**config.mk**
```make
export PLATFORM = sky130hd
export DESIGN_NAME = ddr2_cmd_mon
export DESIGN_NICKNAME = d
export VERILOG_FILES = /design/src/rtl/ddr2_cmd_mon.sv
export SDC_FILE = /design/constraint.sdc
export NUM_CORES = 1
export LEC_CHECK = 0
export BUFFER_PORTS_ARGS = -buffer_cell sky130_fd_sc_hd__clkbuf_2
export CAP_MARGIN = 20
export CORE_MARGIN = 4
export CORE_UTILIZATION = 56
export CTS_CLUSTER_SIZE = 25
export DETAILED_ROUTE_END_ITERATION = 12
export HOLD_SLACK_MARGIN = 0.05
export PLACE_DENSITY_LB_ADDON = 0.1
export SLEW_MARGIN = 20
export SYNTH_ARGS = -nofsm -noshare
export SYNTH_HDL_FRONTEND = slang
export SYNTH_SLANG_ARGS = --single-unit
```
**constraint.sdc**
```tcl
create_clock -name ck -period 2.5 [get_ports ck]
set_input_delay 0.5 -clock ck [delete_from_list [all_inputs] [get_ports ck]]
set_output_delay 0.5 -clock ck [all_outputs]
set_load 0.01 [all_outputs]
```
**src/rtl/ddr2_cmd_mon.sv**
```systemverilog
// DDR2 command-bus monitor: decodes controller commands, follows the JEDEC
// power-up sequence and flags sequence, timing and bank-state violations.
`timescale 1ns/1ps
module ddr2_cmd_mon #(
    parameter int BA_BITS   = 3,
    parameter int ADDR_BITS = 13,
    parameter int T_RP      = 4,
    parameter int T_RFC     = 52,
    parameter int T_MRD     = 2,
    parameter int T_RCD     = 4
) (
    input  logic                      ck,
    input  logic                      rst_n,
    input  logic                      ddr2_cke,
    input  logic                      ddr2_cs_n,
    input  logic                      ddr2_ras_n,
    input  logic                      ddr2_cas_n,
    input  logic                      ddr2_we_n,
    input  logic [BA_BITS-1:0]        ddr2_ba,
    input  logic [ADDR_BITS-1:0]      ddr2_addr,
    output logic                      cmd_vld,
    output logic [3:0]                cmd_code,
    output logic                      init_done,
    output logic [ADDR_BITS-1:0]      mr_reg,
    output logic [ADDR_BITS-1:0]      emr1_reg,
    output logic [(1<<BA_BITS)-1:0]   bank_open,
    output logic [15:0]               aref_cnt,
    output logic                      err_seq,
    output logic                      err_timing,
    output logic                      err_state
);
    localparam int NB    = 1 << BA_BITS;
    localparam int T_MAX = (T_RFC > T_RP) ? ((T_RFC > T_MRD) ? T_RFC : T_MRD)
                                          : ((T_RP > T_MRD) ? T_RP : T_MRD);
    localparam int CNT_W = $clog2(T_MAX + 1);
    localparam int RCD_W = (T_RCD > 1) ? $clog2(T_RCD + 1) : 1;

    localparam logic [3:0] C_MRS  = 4'b0000;
    localparam logic [3:0] C_AREF = 4'b0001;
    localparam logic [3:0] C_PRE  = 4'b0010;
    localparam logic [3:0] C_ACT  = 4'b0011;
    localparam logic [3:0] C_WR   = 4'b0100;
    localparam logic [3:0] C_RD   = 4'b0101;
    localparam logic [3:0] C_NOP  = 4'b0111;

    typedef enum logic [3:0] {
        I_CKE   = 4'd0,
        I_PREA1 = 4'd1,
        I_EMR2  = 4'd2,
        I_EMR3  = 4'd3,
        I_EMR1  = 4'd4,
        I_MR1   = 4'd5,
        I_PREA2 = 4'd6,
        I_REF1  = 4'd7,
        I_REF2  = 4'd8,
        I_MR2   = 4'd9,
        I_DONE  = 4'd10
    } init_state_t;

    // ---------------- command decode (combinational on sampled pins)
    logic [3:0]      w_cmd;
    logic            w_sel;
    logic            w_vld;
    logic            w_act, w_rd, w_wr, w_pre, w_aref, w_mrs;
    logic            w_timed;
    logic            w_a10;
    logic            w_busy;
    logic            w_any_open;
    logic            w_tim_err;
    logic            w_st_err;
    logic            w_step_ok;
    logic [NB-1:0]   w_rcd_busy;
    logic [NB-1:0]   w_bank_open;

    assign w_cmd   = {ddr2_cs_n, ddr2_ras_n, ddr2_cas_n, ddr2_we_n};
    assign w_sel   = ddr2_cke & ~ddr2_cs_n;
    assign w_vld   = w_sel & (w_cmd != C_NOP);
    assign w_act   = w_sel & (w_cmd == C_ACT);
    assign w_rd    = w_sel & (w_cmd == C_RD);
    assign w_wr    = w_sel & (w_cmd == C_WR);
    assign w_pre   = w_sel & (w_cmd == C_PRE);
    assign w_aref  = w_sel & (w_cmd == C_AREF);
    assign w_mrs   = w_sel & (w_cmd == C_MRS);
    // BST and other undefined patterns take no part in timing or bank checks
    assign w_timed = w_act | w_rd | w_wr | w_pre | w_aref | w_mrs;
    assign w_a10   = ddr2_addr[10];

    // ---------------- registers
    logic [CNT_W-1:0]      r_busy;
    init_state_t           r_state;
    logic                  r_init_done;
    logic                  r_cmd_vld;
    logic [3:0]            r_cmd_code;
    logic [ADDR_BITS-1:0]  r_mr;
    logic [ADDR_BITS-1:0]  r_emr1;
    logic [15:0]           r_aref_cnt;
    logic                  r_err_seq;
    logic                  r_err_timing;
    logic                  r_err_state;

    assign w_busy     = (r_busy != '0);
    assign w_any_open = |w_bank_open;

    assign w_tim_err = (w_timed & w_busy)
                     | ((w_rd | w_wr) & w_rcd_busy[ddr2_ba]);

    assign w_st_err  = (w_act & w_bank_open[ddr2_ba])
                     | ((w_rd | w_wr) & ~w_bank_open[ddr2_ba])
                     | ((w_aref | w_mrs) & w_any_open);

    always_comb begin
        w_step_ok = 1'b0;
        case (r_state)
            I_PREA1, I_PREA2: w_step_ok = w_pre & w_a10;
            I_EMR2:           w_step_ok = w_mrs & (ddr2_ba == BA_BITS'(2));
            I_EMR3:           w_step_ok = w_mrs & (ddr2_ba == BA_BITS'(3));
            I_EMR1:           w_step_ok = w_mrs & (ddr2_ba == BA_BITS'(1));
            I_MR1, I_MR2:     w_step_ok = w_mrs & (ddr2_ba == BA_BITS'(0));
            I_REF1, I_REF2:   w_step_ok = w_aref;
            default:          w_step_ok = 1'b0;
        endcase
    end

    // ---------------- init sequence FSM
    always_ff @(posedge ck or negedge rst_n) begin
        if (!rst_n) begin
            r_state     <= I_CKE;
            r_init_done <= 1'b0;
            r_err_seq   <= 1'b0;
        end else begin
            case (r_state)
                I_CKE: begin
                    if (ddr2_cke)
                        r_state <= I_PREA1;
                    if (w_vld)
                        r_err_seq <= 1'b1;
                end
                I_DONE: r_init_done <= 1'b1;
                I_PREA1, I_EMR2, I_EMR3, I_EMR1, I_MR1,
                I_PREA2, I_REF1, I_REF2, I_MR2: begin
                    if (w_vld) begin
                        if (w_step_ok) begin
                            r_state <= init_state_t'(r_state + 4'd1);
                            if (r_state == I_MR2)
                                r_init_done <= 1'b1;
                        end else begin
                            r_err_seq <= 1'b1;
                        end
                    end
                end
                default: r_state <= I_CKE;
            endcase
        end
    end

    // ---------------- shared busy counter (tRP / tRFC / tMRD)
    always_ff @(posedge ck or negedge rst_n) begin
        if (!rst_n)
            r_busy <= '0;
        else if (w_pre)
            r_busy <= CNT_W'(T_RP - 1);
        else if (w_aref)
            r_busy <= CNT_W'(T_RFC - 1);
        else if (w_mrs)
            r_busy <= CNT_W'(T_MRD - 1);
        else if (w_busy)
            r_busy <= r_busy - CNT_W'(1);
    end

    // ---------------- per-bank tRCD counter and open-row state
    genvar gi;
    generate
        for (gi = 0; gi < NB; gi++) begin : g_bank
            logic [RCD_W-1:0] r_rcd;
            logic             r_open;
            logic             w_hit;

            assign w_hit = (ddr2_ba == BA_BITS'(gi));

            always_ff @(posedge ck or negedge rst_n) begin
                if (!rst_n)
                    r_rcd <= '0;
                else if (w_act && w_hit)
                    r_rcd <= RCD_W'(T_RCD - 1);
                else if (r_rcd != '0)
                    r_rcd <= r_rcd - RCD_W'(1);
            end

            always_ff @(posedge ck or negedge rst_n) begin
                if (!rst_n)
                    r_open <= 1'b0;
                else if (w_act && w_hit)
                    r_open <= 1'b1;
                else if (w_pre && (w_a10 || w_hit))
                    r_open <= 1'b0;
            end

            assign w_rcd_busy[gi]  = (r_rcd != '0);
            assign w_bank_open[gi] = r_open;
        end
    endgenerate

    // ---------------- decoded-command outputs, mode registers, refresh count
    always_ff @(posedge ck or negedge rst_n) begin
        if (!rst_n) begin
            r_cmd_vld  <= 1'b0;
            r_cmd_code <= 4'd0;
            r_mr       <= '0;
            r_emr1     <= '0;
            r_aref_cnt <= 16'd0;
        end else begin
            r_cmd_vld <= w_vld;
            if (w_vld)
                r_cmd_code <= w_cmd;
            if (w_mrs && ddr2_ba == BA_BITS'(0))
                r_mr <= ddr2_addr;
            if (w_mrs && ddr2_ba == BA_BITS'(1))
                r_emr1 <= ddr2_addr;
            if (w_aref && r_init_done && r_aref_cnt != 16'hFFFF)
                r_aref_cnt <= r_aref_cnt + 16'd1;
        end
    end

    // ---------------- sticky error flags
    always_ff @(posedge ck or negedge rst_n) begin
        if (!rst_n) begin
            r_err_timing <= 1'b0;
            r_err_state  <= 1'b0;
        end else begin
            if (w_tim_err)
                r_err_timing <= 1'b1;
            if (w_st_err)
                r_err_state <= 1'b1;
        end
    end

    assign cmd_vld    = r_cmd_vld;
    assign cmd_code   = r_cmd_code;
    assign init_done  = r_init_done;
    assign mr_reg     = r_mr;
    assign emr1_reg   = r_emr1;
    assign bank_open  = w_bank_open;
    assign aref_cnt   = r_aref_cnt;
    assign err_seq    = r_err_seq;
    assign err_timing = r_err_timing;
    assign err_state  = r_err_state;

endmodule

```
==> metrics.yaml <==
io_pins: 82
yosysWarningCount: 0
slew-limit-headroom_pct: 60.8
dieArea_um2: 9990
initial_core_util_pct: 57.6
final_common_cell: "dfrtp_1"
root_buffer: "clkbuf_8"
fp.dieW_um: 100
path_clk_slew_ns: 0.10
clk_latency_ns: 0.36
synth-edff-count: 0
grt_overflow_total: 0
p_per_area_nw_per_um2: 898
end_kind: "flop"
n_fill_cell: 671
cp.required_ns: 2.73
largest_register_ff_count: 24
synth_seq_cells: 93
seq_area_frac_synth_pct: 49.1
arrival_ns: 2.47
ys.flop_type: "dfrtp_1"
core-area_um2: 8220
leakagePower_nw: 2.76
yosysUniqueCellTypes: 51
cts_repair_resize_count: 0
first_pass_iters: 4
cts_max_path_buffers: 2
antenna_cells: 0
vdd_drop_max_uv: 437
synthArstFlopShare_pct: 100
critical_path_class: "flop to flop"
gp_congestion: 0.830
fin_crit_ns: 2.24
fmax_ghz: 0.446
grt_pass1_vias: 3537
syn_area_per_cell_um2: 10.8
area_growth_pct: 15.5
r2r_end: "r_state[3]$_DFFE_PN0P_"
tightest_slew_ns: 0.586
finalCritPeriodShare_pct: 89.7
syn_nets: 485
setup_viol: 0
drc: 0
cts_tree: "done"
io_buffers: 81
htree_num_levels: 3
rows: 33
critPathMaxFanout: 9
vias_per_cell: 5.46
cts_hold_buf: 0
wl_um: 9590
largest-register: "g_bank.r_rcd"
ant_nets: 0
reg2regPathDepth: 7
die_h_um: 100
cp-start-kind: "flop"
grt_max_degree: 51
cts.sinks: 93
rrSetupSlack_ns: 0.26
synth_cells: 439
final_nets: 570
finalHoldViolCount: 0
wire_per_inst_um: 15.1
finalMaxSlewViolations: 0
layout-drive-gt1-share_pct: 29.1
min_path_type: "input port to asynchronous set/reset pin"
grt_usage_pct: 20.6
post-cts-setup-buffers: 0
netlist_area_um2: 4740
final_util_pct: 66.6
cts_buffers: 9
final_cell_mix: "93 x dfrtp_1, 80 x clkbuf_2, 52 x nand2_1, 31 x inv_1, 31 x mux2_2"
rsz0062_at_grt: "no"
outcome: "completed"
vias: 3463
max_cap_viol_count: 0
drtIter0Drc: 212
regToRegStartpoint: "r_state[0]$_DFFE_PN0P_"
tns_ns: 0
grt_pass1_wl_um: 16500
dp_hpwl_um: 7230
antenna_found_initial: 0
finClkSkew_ns: 0.00912
[cells in the mapped netlist, types with 8 or more instances]
cell type | instances | area, µm²
a31oi_1 | 8 | 50.1
buf_4 | 9 | 67.6
a21oi_1 | 20 | 100
nand3_1 | 12 | 60.1
xor2_1 | 11 | 96.3
inv_1 | 31 | 116
nand2_1 | 52 | 195
nor2_1 | 26 | 97.6
dfrtp_1 | 93 | 2330
mux2_2 | 31 | 349
ha_1 | 23 | 288
o21ai_0 | 13 | 65.1
xnor2_1 | 15 | 131
o211ai_1 | 8 | 60.1
[worst max-delay path by stage]
stage	from	to	slack [ns]	cells past startpoint
floorplan	r_state[0]$_DFFE_PN0P_	r_state[0]$_DFFE_PN0P_	0.49	8
global placement	ddr2_cs_n	mr_reg[11]$_DFFE_PN0P_	0.29	5
detailed placement	ddr2_cs_n	mr_reg[1]$_DFFE_PN0P_	0.24	5
CTS	r_state[1]$_DFFE_PN0P_	r_state[0]$_DFFE_PN0P_	0.21	7
global route	r_state[1]$_DFFE_PN0P_	r_state[3]$_DFFE_PN0P_	0.02	7
finish	r_state[0]$_DFFE_PN0P_	r_state[3]$_DFFE_PN0P_	0.26	7
[logic make-up after synthesis]
kind of cell / count (synthesis) / share of synthesized area (%)
AND/OR/NAND/NOR: 136 / 14.7
buffers and inverters: 53 / 5.55
XOR/XNOR: 26 / 4.81
AO/OA/AOI/OAI: 68 / 9.38
multiplexers: 40 / 10.3
flip-flops: 93 / 49.1
adder cells (fa/ha/maj): 23 / 6.08
[report_power, final]
group          total [mW]  internal [mW]  switching (mW)
clock network        1.05          0.497           0.550
logic                1.75          0.827           0.925
registers            2.11           1.88           0.238
[final cells by class]
cell class / count / area, µm² / area share [%]
Tap cell: 105 / 131 / 2.40
Timing Repair Buffer: 96 / 533 / 9.74
Sequential cell: 93 / 2330 / 42.5
Clock inverter: 6 / 72.6 / 1.33
Inverter: 31 / 116 / 2.13
Multi-Input combinational cell: 293 / 2150 / 39.3
Clock buffer: 10 / 138 / 2.52
[through the flow]
step	power (mW)	hold WS [ns]	std cells	area [µm²]	setup WS (ns)
after floorplan	3.45	0.204	439	4740	0.486
after global placement	3.78	0.455	618	5250	0.292
after detailed placement	3.90	0.456	618	5250	0.243
after CTS	4.96	0.0623	634	5460	0.206
after global routing	5.34	0.0708	634	5470	0.0239
final	4.91	0.0591	634	5470	0.257
[layer usage]
metal,global-route usage [%],routed length [µm],vias up
met1,27.1,4300,1678
li1,-,-,1697
met2,33.9,4670,75
met5,0,0,-
met4,7.04,128,0
met3,4.52,493,13
[critical path, stage by stage (launching register included)]
cell and delay, ns:
dfrtp_1 0.42, inv_1 0.13, ha_1 0.35, o21bai_1 0.10, a221o_1 0.31, a311o_1 0.38
a31oi_1 0.30, o21ai_0 0.13
Note: power is estimated with default switching activity, not from simulation.
